`src/rtl/player_pkg.sv`:
```
// Shared constants for the song player: field layout, state codes, widths.
package player_pkg;

   localparam int unsigned SONG_W = 2;
   localparam int unsigned IDX_W  = 8;
   localparam int unsigned NOTE_W = 6;
   localparam int unsigned DUR_W  = 4;
   localparam int unsigned WORD_W = NOTE_W + DUR_W;
   localparam int unsigned ADDR_W = SONG_W + IDX_W;

   // ROM word = {note, dur}, note in the MSBs
   localparam int unsigned DUR_LSB  = 0;
   localparam int unsigned DUR_MSB  = DUR_W - 1;
   localparam int unsigned NOTE_LSB = DUR_W;
   localparam int unsigned NOTE_MSB = WORD_W - 1;

   localparam logic [DUR_W-1:0] END_MARKER = '0;

   localparam logic [2:0] ST_IDLE  = 3'd0;
   localparam logic [2:0] ST_FETCH = 3'd1;
   localparam logic [2:0] ST_LOAD  = 3'd2;
   localparam logic [2:0] ST_PLAY  = 3'd3;
   localparam logic [2:0] ST_DONE  = 3'd4;

endpackage

```
`src/rtl/song_note_reader_if.sv`:
```
// Selector / tempo / ROM / note-output bundle seen by the song note reader.
interface song_note_reader_if;
   import player_pkg::*;

   logic [SONG_W-1:0] select;
   logic              start;
   logic              tick;
   logic              pause;
   logic [WORD_W-1:0] mem_data;
   logic [ADDR_W-1:0] mem_addr;
   logic [NOTE_W-1:0] note;
   logic              note_valid;
   logic              playing;
   logic              force_prox;

   modport master (
      output select, start, tick, pause, mem_data,
      input  mem_addr, note, note_valid, playing, force_prox
   );

   modport slave (
      input  select, start, tick, pause, mem_data,
      output mem_addr, note, note_valid, playing, force_prox
   );

endinterface

```
`src/rtl/note_timer.sv`:
```
// Loadable down-counter measuring one note's duration in tempo ticks.
module note_timer
   import player_pkg::*;
(
   input  logic             clk,
   input  logic             reset,
   input  logic             i_load,
   input  logic [DUR_W-1:0] i_load_val,
   input  logic             i_tick,
   input  logic             i_pause,
   output logic             o_last_c
);

   logic [DUR_W-1:0] r_cnt;

   // Load wins; otherwise count down on unpaused ticks, parking at 1
   always_ff @(posedge clk or posedge reset) begin
      if (reset) begin
         r_cnt <= '0;
      end else if (i_load) begin
         r_cnt <= i_load_val;
      end else if (i_tick && !i_pause && (r_cnt > DUR_W'(1))) begin
         r_cnt <= r_cnt - DUR_W'(1);
      end
   end

   assign o_last_c = (r_cnt == DUR_W'(1)) && i_tick && !i_pause;

endmodule

```
`src/rtl/song_note_reader.sv`:
```
// Walks the selected song's ROM words and presents each note for its duration.
module song_note_reader
   import player_pkg::*;
(
   input  logic               clk,
   input  logic               reset,
   song_note_reader_if.slave  bus
);

   logic [2:0]        r_state,      w_state_nxt;
   logic [SONG_W-1:0] r_song,       w_song_nxt;
   logic [IDX_W-1:0]  r_idx,        w_idx_nxt;
   logic [NOTE_W-1:0] r_note,       w_note_nxt;
   logic              r_note_valid, w_note_valid_nxt;
   logic              r_playing,    w_playing_nxt;
   logic              r_force_prox, w_force_prox_nxt;

   logic              w_timer_load;
   logic              w_timer_tick;
   logic              w_last;
   logic [DUR_W-1:0]  w_dur;
   logic [NOTE_W-1:0] w_note_in;

   assign w_dur        = bus.mem_data[DUR_MSB:DUR_LSB];
   assign w_note_in    = bus.mem_data[NOTE_MSB:NOTE_LSB];
   assign w_timer_tick = bus.tick && (r_state == ST_PLAY);

   note_timer u_note_timer (
      .clk        (clk),
      .reset      (reset),
      .i_load     (w_timer_load),
      .i_load_val (w_dur),
      .i_tick     (w_timer_tick),
      .i_pause    (bus.pause),
      .o_last_c   (w_last)
   );

   // State and output registers
   always_ff @(posedge clk or posedge reset) begin
      if (reset) begin
         r_state      <= ST_IDLE;
         r_song       <= '0;
         r_idx        <= '0;
         r_note       <= '0;
         r_note_valid <= 1'b0;
         r_playing    <= 1'b0;
         r_force_prox <= 1'b0;
      end else begin
         r_state      <= w_state_nxt;
         r_song       <= w_song_nxt;
         r_idx        <= w_idx_nxt;
         r_note       <= w_note_nxt;
         r_note_valid <= w_note_valid_nxt;
         r_playing    <= w_playing_nxt;
         r_force_prox <= w_force_prox_nxt;
      end
   end

   // Next-state and next-output decode; start overrides every state
   always_comb begin
      w_state_nxt      = r_state;
      w_song_nxt       = r_song;
      w_idx_nxt        = r_idx;
      w_note_nxt       = r_note;
      w_note_valid_nxt = r_note_valid;
      w_force_prox_nxt = 1'b0;
      w_timer_load     = 1'b0;

      if (bus.start) begin
         w_song_nxt       = bus.select;
         w_idx_nxt        = '0;
         w_note_valid_nxt = 1'b0;
         w_state_nxt      = ST_FETCH;
      end else begin
         case (r_state)
            ST_IDLE: begin
               w_state_nxt = ST_IDLE;
            end
            ST_FETCH: begin
               w_state_nxt = ST_LOAD;
            end
            ST_LOAD: begin
               if (w_dur == END_MARKER) begin
                  w_note_valid_nxt = 1'b0;
                  w_state_nxt      = ST_DONE;
               end else begin
                  w_note_nxt       = w_note_in;
                  w_note_valid_nxt = 1'b1;
                  w_timer_load     = 1'b1;
                  w_state_nxt      = ST_PLAY;
               end
            end
            ST_PLAY: begin
               if (w_last) begin
                  // Last slot of the song: end rather than spill into the next song
                  if (r_idx == {IDX_W{1'b1}}) begin
                     w_state_nxt = ST_DONE;
                  end else begin
                     w_idx_nxt        = r_idx + IDX_W'(1);
                     w_note_valid_nxt = 1'b0;
                     w_state_nxt      = ST_FETCH;
                  end
               end
            end
            ST_DONE: begin
               w_force_prox_nxt = 1'b1;
               w_note_valid_nxt = 1'b0;
               w_state_nxt      = ST_IDLE;
            end
            default: begin
               w_note_valid_nxt = 1'b0;
               w_state_nxt      = ST_IDLE;
            end
         endcase
      end

      w_playing_nxt = (w_state_nxt != ST_IDLE);
   end

   assign bus.mem_addr   = {r_song, r_idx};
   assign bus.note       = r_note;
   assign bus.note_valid = r_note_valid;
   assign bus.playing    = r_playing;
   assign bus.force_prox = r_force_prox;

endmodule

```
`src/flat_wrapper.sv`:
```
// flat-port wrapper written by rule: the top's interface ports become plain ports
module song_note_reader_flat import player_pkg::*;
  (clk, reset, bus_select, bus_start, bus_tick, bus_pause, bus_mem_data, bus_mem_addr, bus_note, bus_note_valid, bus_playing, bus_force_prox);
  song_note_reader_if bus_i ();
  input  logic clk;
  input  logic reset;
  input wire logic [$bits(bus_i.select)-1:0] bus_select;
  input wire logic [$bits(bus_i.start)-1:0] bus_start;
  input wire logic [$bits(bus_i.tick)-1:0] bus_tick;
  input wire logic [$bits(bus_i.pause)-1:0] bus_pause;
  input wire logic [$bits(bus_i.mem_data)-1:0] bus_mem_data;
  output wire logic [$bits(bus_i.mem_addr)-1:0] bus_mem_addr;
  output wire logic [$bits(bus_i.note)-1:0] bus_note;
  output wire logic [$bits(bus_i.note_valid)-1:0] bus_note_valid;
  output wire logic [$bits(bus_i.playing)-1:0] bus_playing;
  output wire logic [$bits(bus_i.force_prox)-1:0] bus_force_prox;
  assign bus_i.select = bus_select;
  assign bus_i.start = bus_start;
  assign bus_i.tick = bus_tick;
  assign bus_i.pause = bus_pause;
  assign bus_i.mem_data = bus_mem_data;
  assign bus_mem_addr = bus_i.mem_addr;
  assign bus_note = bus_i.note;
  assign bus_note_valid = bus_i.note_valid;
  assign bus_playing = bus_i.playing;
  assign bus_force_prox = bus_i.force_prox;
  song_note_reader u_core (.clk(clk), .reset(reset), .bus(bus_i));
endmodule
```
`config.mk`:
```
export PLATFORM = sky130hd
export DESIGN_NAME = song_note_reader_flat
export DESIGN_NICKNAME = d
export VERILOG_FILES = /design/src/rtl/player_pkg.sv /design/src/rtl/song_note_reader_if.sv /design/src/rtl/note_timer.sv /design/src/rtl/song_note_reader.sv /design/src/flat_wrapper.sv
export SDC_FILE = /design/constraint.sdc
export NUM_CORES = 1
export LEC_CHECK = 0
export CAP_MARGIN = 20
export CORE_MARGIN = 1
export CORE_UTILIZATION = 61
export CTS_CLUSTER_SIZE = 30
export DETAILED_ROUTE_END_ITERATION = 12
export DONT_BUFFER_PORTS = 1
export GPL_TIMING_DRIVEN = 0
export PLACE_DENSITY = 0.74
export SLEW_MARGIN = 20
export SYNTH_ARGS = -nofsm -noshare
export SYNTH_HDL_FRONTEND = slang
export SYNTH_SLANG_ARGS = --single-unit
```
`constraint.sdc`:
```
create_clock -name clk -period 1.75 [get_ports clk]
set_input_delay 0.2625 -clock clk [delete_from_list [all_inputs] [get_ports clk]]
set_output_delay 0.2625 -clock clk [all_outputs]
set_load 0.01 [all_outputs]
```
==> results.toml <==
[pwr]
sw_frac_of_total_pct = 31.6
switching_power_mw = 0.469
seqPwrFrac_pct = 58.4
intPower_mw = 1.02
p_leak_nw = 0.609
power_density_nw_per_um2 = 1020
ir_drop_v = 0.000827
p_comb_share_pct = 21.2
pwr-share-clk_pct = 20.4

[finish]
multi_input_area_um2 = 658
regArea_um2 = 653
fill_cells = 142
area.growth.synth_to_final_pct = 11.7
insertedDiodeCount = 0
nets = 149
drive_gt1_share_pct = 19.5
final_area_um2 = 1450

[critical_path]
critPathLaunchType = "flop"
crit_slowest_cell = "dfrtp_1"
path_cells = "nand4_1, o21a_1, or3_4, a211o_1"
end_kind = "flop"
worstPathMaxFanout = 8
required_ns = 1.98
max_stage_delay_ns = 0.53
crit_type = "reg -> reg"
cp_data_arrival_time_ns = 1.91

[drt]
drt-wirelength-per-cell_um = 15.5
first_pass_iters = 4
ant_nets = 0
viasPerCell = 5.92
first_iter_violations = 12
routed_wl_um = 2400
num_vias = 918
post-route-drc-count = 0

[synth]
seq_area_frac_synth_pct = 50.1
ys_types = 38
synthTopCellsByArea = "dfrtp_1 50%, nor2_1 4.6%, mux2_2 4.3%"
synth.avg_cell_area_um2 = 10.7
syn-cell-area_um2 = 1300
synth_area_leader_cell = "dfrtp_1"
ys_ff_latch = 26
synth_top_area_share_pct = 50.1
ys_warn_count = 0
syn_inst = 121
synth_nets = 141

[floorplanning]
rows = 16
die_w_um = 48.1
start_util_pct = 65.5
core_area_um2 = 1980
die-area_um2 = 2320
die_h_um = 48.1
io_pins = 36

[sta]
hold_viol_final = 0
clock.fmax_mhz = 594
timing.slew.headroom_pct = 66.7
setup_viol = 0
tightest_slew_ns = 0.499
period_share_pct = 96.3
maxSlewViolCount = 0
period_needed_ns = 1.68
tns_ns = 0
worst_slack_ns = 0.0653
skew_ns = 0.00289

[grt]
antenna_found_initial = 0
grt_usage_pct = 22.6
grt_overflow = 0
grt_max_degree = 27
grt_pass1_wl_um = 3480
grt_pass1_vias = 790

[clocking]
clock_latency_ns = 0.32
tritoncts = "done"
path_clk_slew_ns = 0.13
htreeDepth = 1
clockBufferDepth = 2
cts-root-buf = "clkbuf_4"
cts_made_buffers = 3
clock_sinks = 26

[run_status]
outcome = "completed"

[flow_run]
maxCapViolations = 0

[min_path]
hold_path.class = "in -> reg"

[placement]
dpl.hpwl_um = 1730
placed_cell_area_um2 = 1330
port_buffers = 0
place_congestion = 0.786
place_ws_ns = -0.0450
## final cells by class
| type | instances | share of cell area, % |
|---|---|---|
| repair buffers | 3 | 2.25 |
| well taps | 27 | 2.33 |
| multi-input cells | 86 | 45.4 |
| flip-flops and latches | 26 | 45.1 |
| plain buffers | 2 | 0.604 |
| inverters | 7 | 1.81 |
| clock buffers | 4 | 2.50 |
## registers in the layout (all words and copies together), names as in the netlist
| name | count |
|---|---|
| u_core.r_state | 3 |
| u_core.u_note_timer.r_cnt | 4 |
| u_core.bus.playing | 1 |
| u_core.r_song | 2 |
| u_core.bus.note_valid | 1 |
| u_core.r_idx | 8 |
| u_core.bus.force_prox | 1 |
| u_core.bus.note | 6 |
## cell usage after synthesis, drive strengths merged
library cell,number
nor3,4
clkbuf,1
mux2i,1
buf,1
nand4,2
nand2,5
nor2b,2
or3,1
inv,7
o31a,1
and3,2
a21oi,6
and3b,1
dfrtp,26
nor4b,1
a31oi,1
o21a,3
a2111oi,1
ha,3
xnor2,6
xor2,1
and2b,1
nor3b,1
a21boi,1
mux2,9
nor2,16
a211o,1
o311a,1
o21ai,3
and4,1
nand3,6
o211a,1
a211oi,1
nor4,3
## worst max-delay path, delay by kind of cell, from the launching register on
kind	cells	cell delay, ns
flip-flops	1	0.53
AO/OA/AOI/OAI	2	0.47
AND/OR/NAND/NOR	2	0.59
## per-stage QoR
stage / std cells / util, % / power, mW / hold WS [ns]
detailed placement: 148 / 67.2 / 1.17 / 0.399
CTS: 152 / 69.4 / 1.47 / 0.0536
floorplan: 121 / - / 1.10 / 0.303
global placement: 148 / 67.2 / 1.15 / 0.396
global route: 155 / 73.1 / 1.56 / 0.0493
finish: 155 / 73.1 / 1.48 / 0.0575
## logic make-up (layout without fill, tap and decap cells)
group / count (synthesis) / after routing / synth area share, %
and+or+nand+nor: 46 / 46 / 20.2
buffers and inverters: 9 / 16 / 2.70
DFF: 26 / 26 / 50.1
adders and majority gates: 3 / 3 / 2.89
xor gates and xnor gates: 7 / 7 / 4.73
AOI/OAI and AO/OA: 20 / 20 / 10.8
muxes: 10 / 10 / 8.58
## cells in the final DEF (no fill, tap or decap), types with 2 or more instances in the layout
master    instances
clkbuf_4          3
nand4_1           2
nand3_1           4
o21a_1            3
a21oi_1           6
ha_1              2
nor3_1            3
nor2_1           16
mux2_1            4
nand2_1           5
nor4_1            2
xnor2_1           6
dfrtp_1          24
o21ai_0           2
and3_1            2
inv_1             7
dfrtp_2           2
mux2_2            5
## per-layer routing
layer	global-route usage [%]	vias to the layer above	share of wire (%)
li1	-	447	-
met1	25.8	443	41
met2	40.0	22	53
met3	5.56	6	3.8
met4	10.0	0	1.5
met5	0	-	0
## power groups by stage
stage / combinational [mW] / clock, mW / sequential (mW)
4_1_cts: 0.300 / 0.306 / 0.868
6_report: 0.315 / 0.302 / 0.868
3_3_place_gp: 0.279 / 0 / 0.875
3_5_place_dp: 0.292 / 0 / 0.880
5_1_grt: 0.354 / 0.323 / 0.888
2_1_floorplan: 0.252 / 0 / 0.852
## final timing paths
check                                                  from                               to  slack [ns]  cells past startpoint
worst max register to register  u_core.r_idx[4]$_DFFE_PP0P_     u_core.bus.playing$_DFF_PP0_        0.07                      4
worst max-delay path            u_core.r_idx[4]$_DFFE_PP0P_     u_core.bus.playing$_DFF_PP0_        0.07                      4
min in group asynchronous                             reset   u_core.bus.note[2]$_DFFE_PP0P_        0.38                      2
worst min-delay path                        bus_mem_data[5]   u_core.bus.note[1]$_DFFE_PP0P_        0.06                      1
max in group asynchronous                             reset      u_core.r_idx[0]$_DFFE_PP0P_        0.89                      3
worst min register to register  u_core.r_state[1]$_DFF_PP0_  u_core.bus.force_prox$_DFF_PP0_        0.57                      1
## repair_timing
item,CTS,global route
setup buffers,0,1
setup endpoints to repair,1,10
hold endpoints to repair,0,12
pin swaps,0,1
hold buffers,0,1
gates resized for setup,3,7
(Power assumes the default switching activity.)
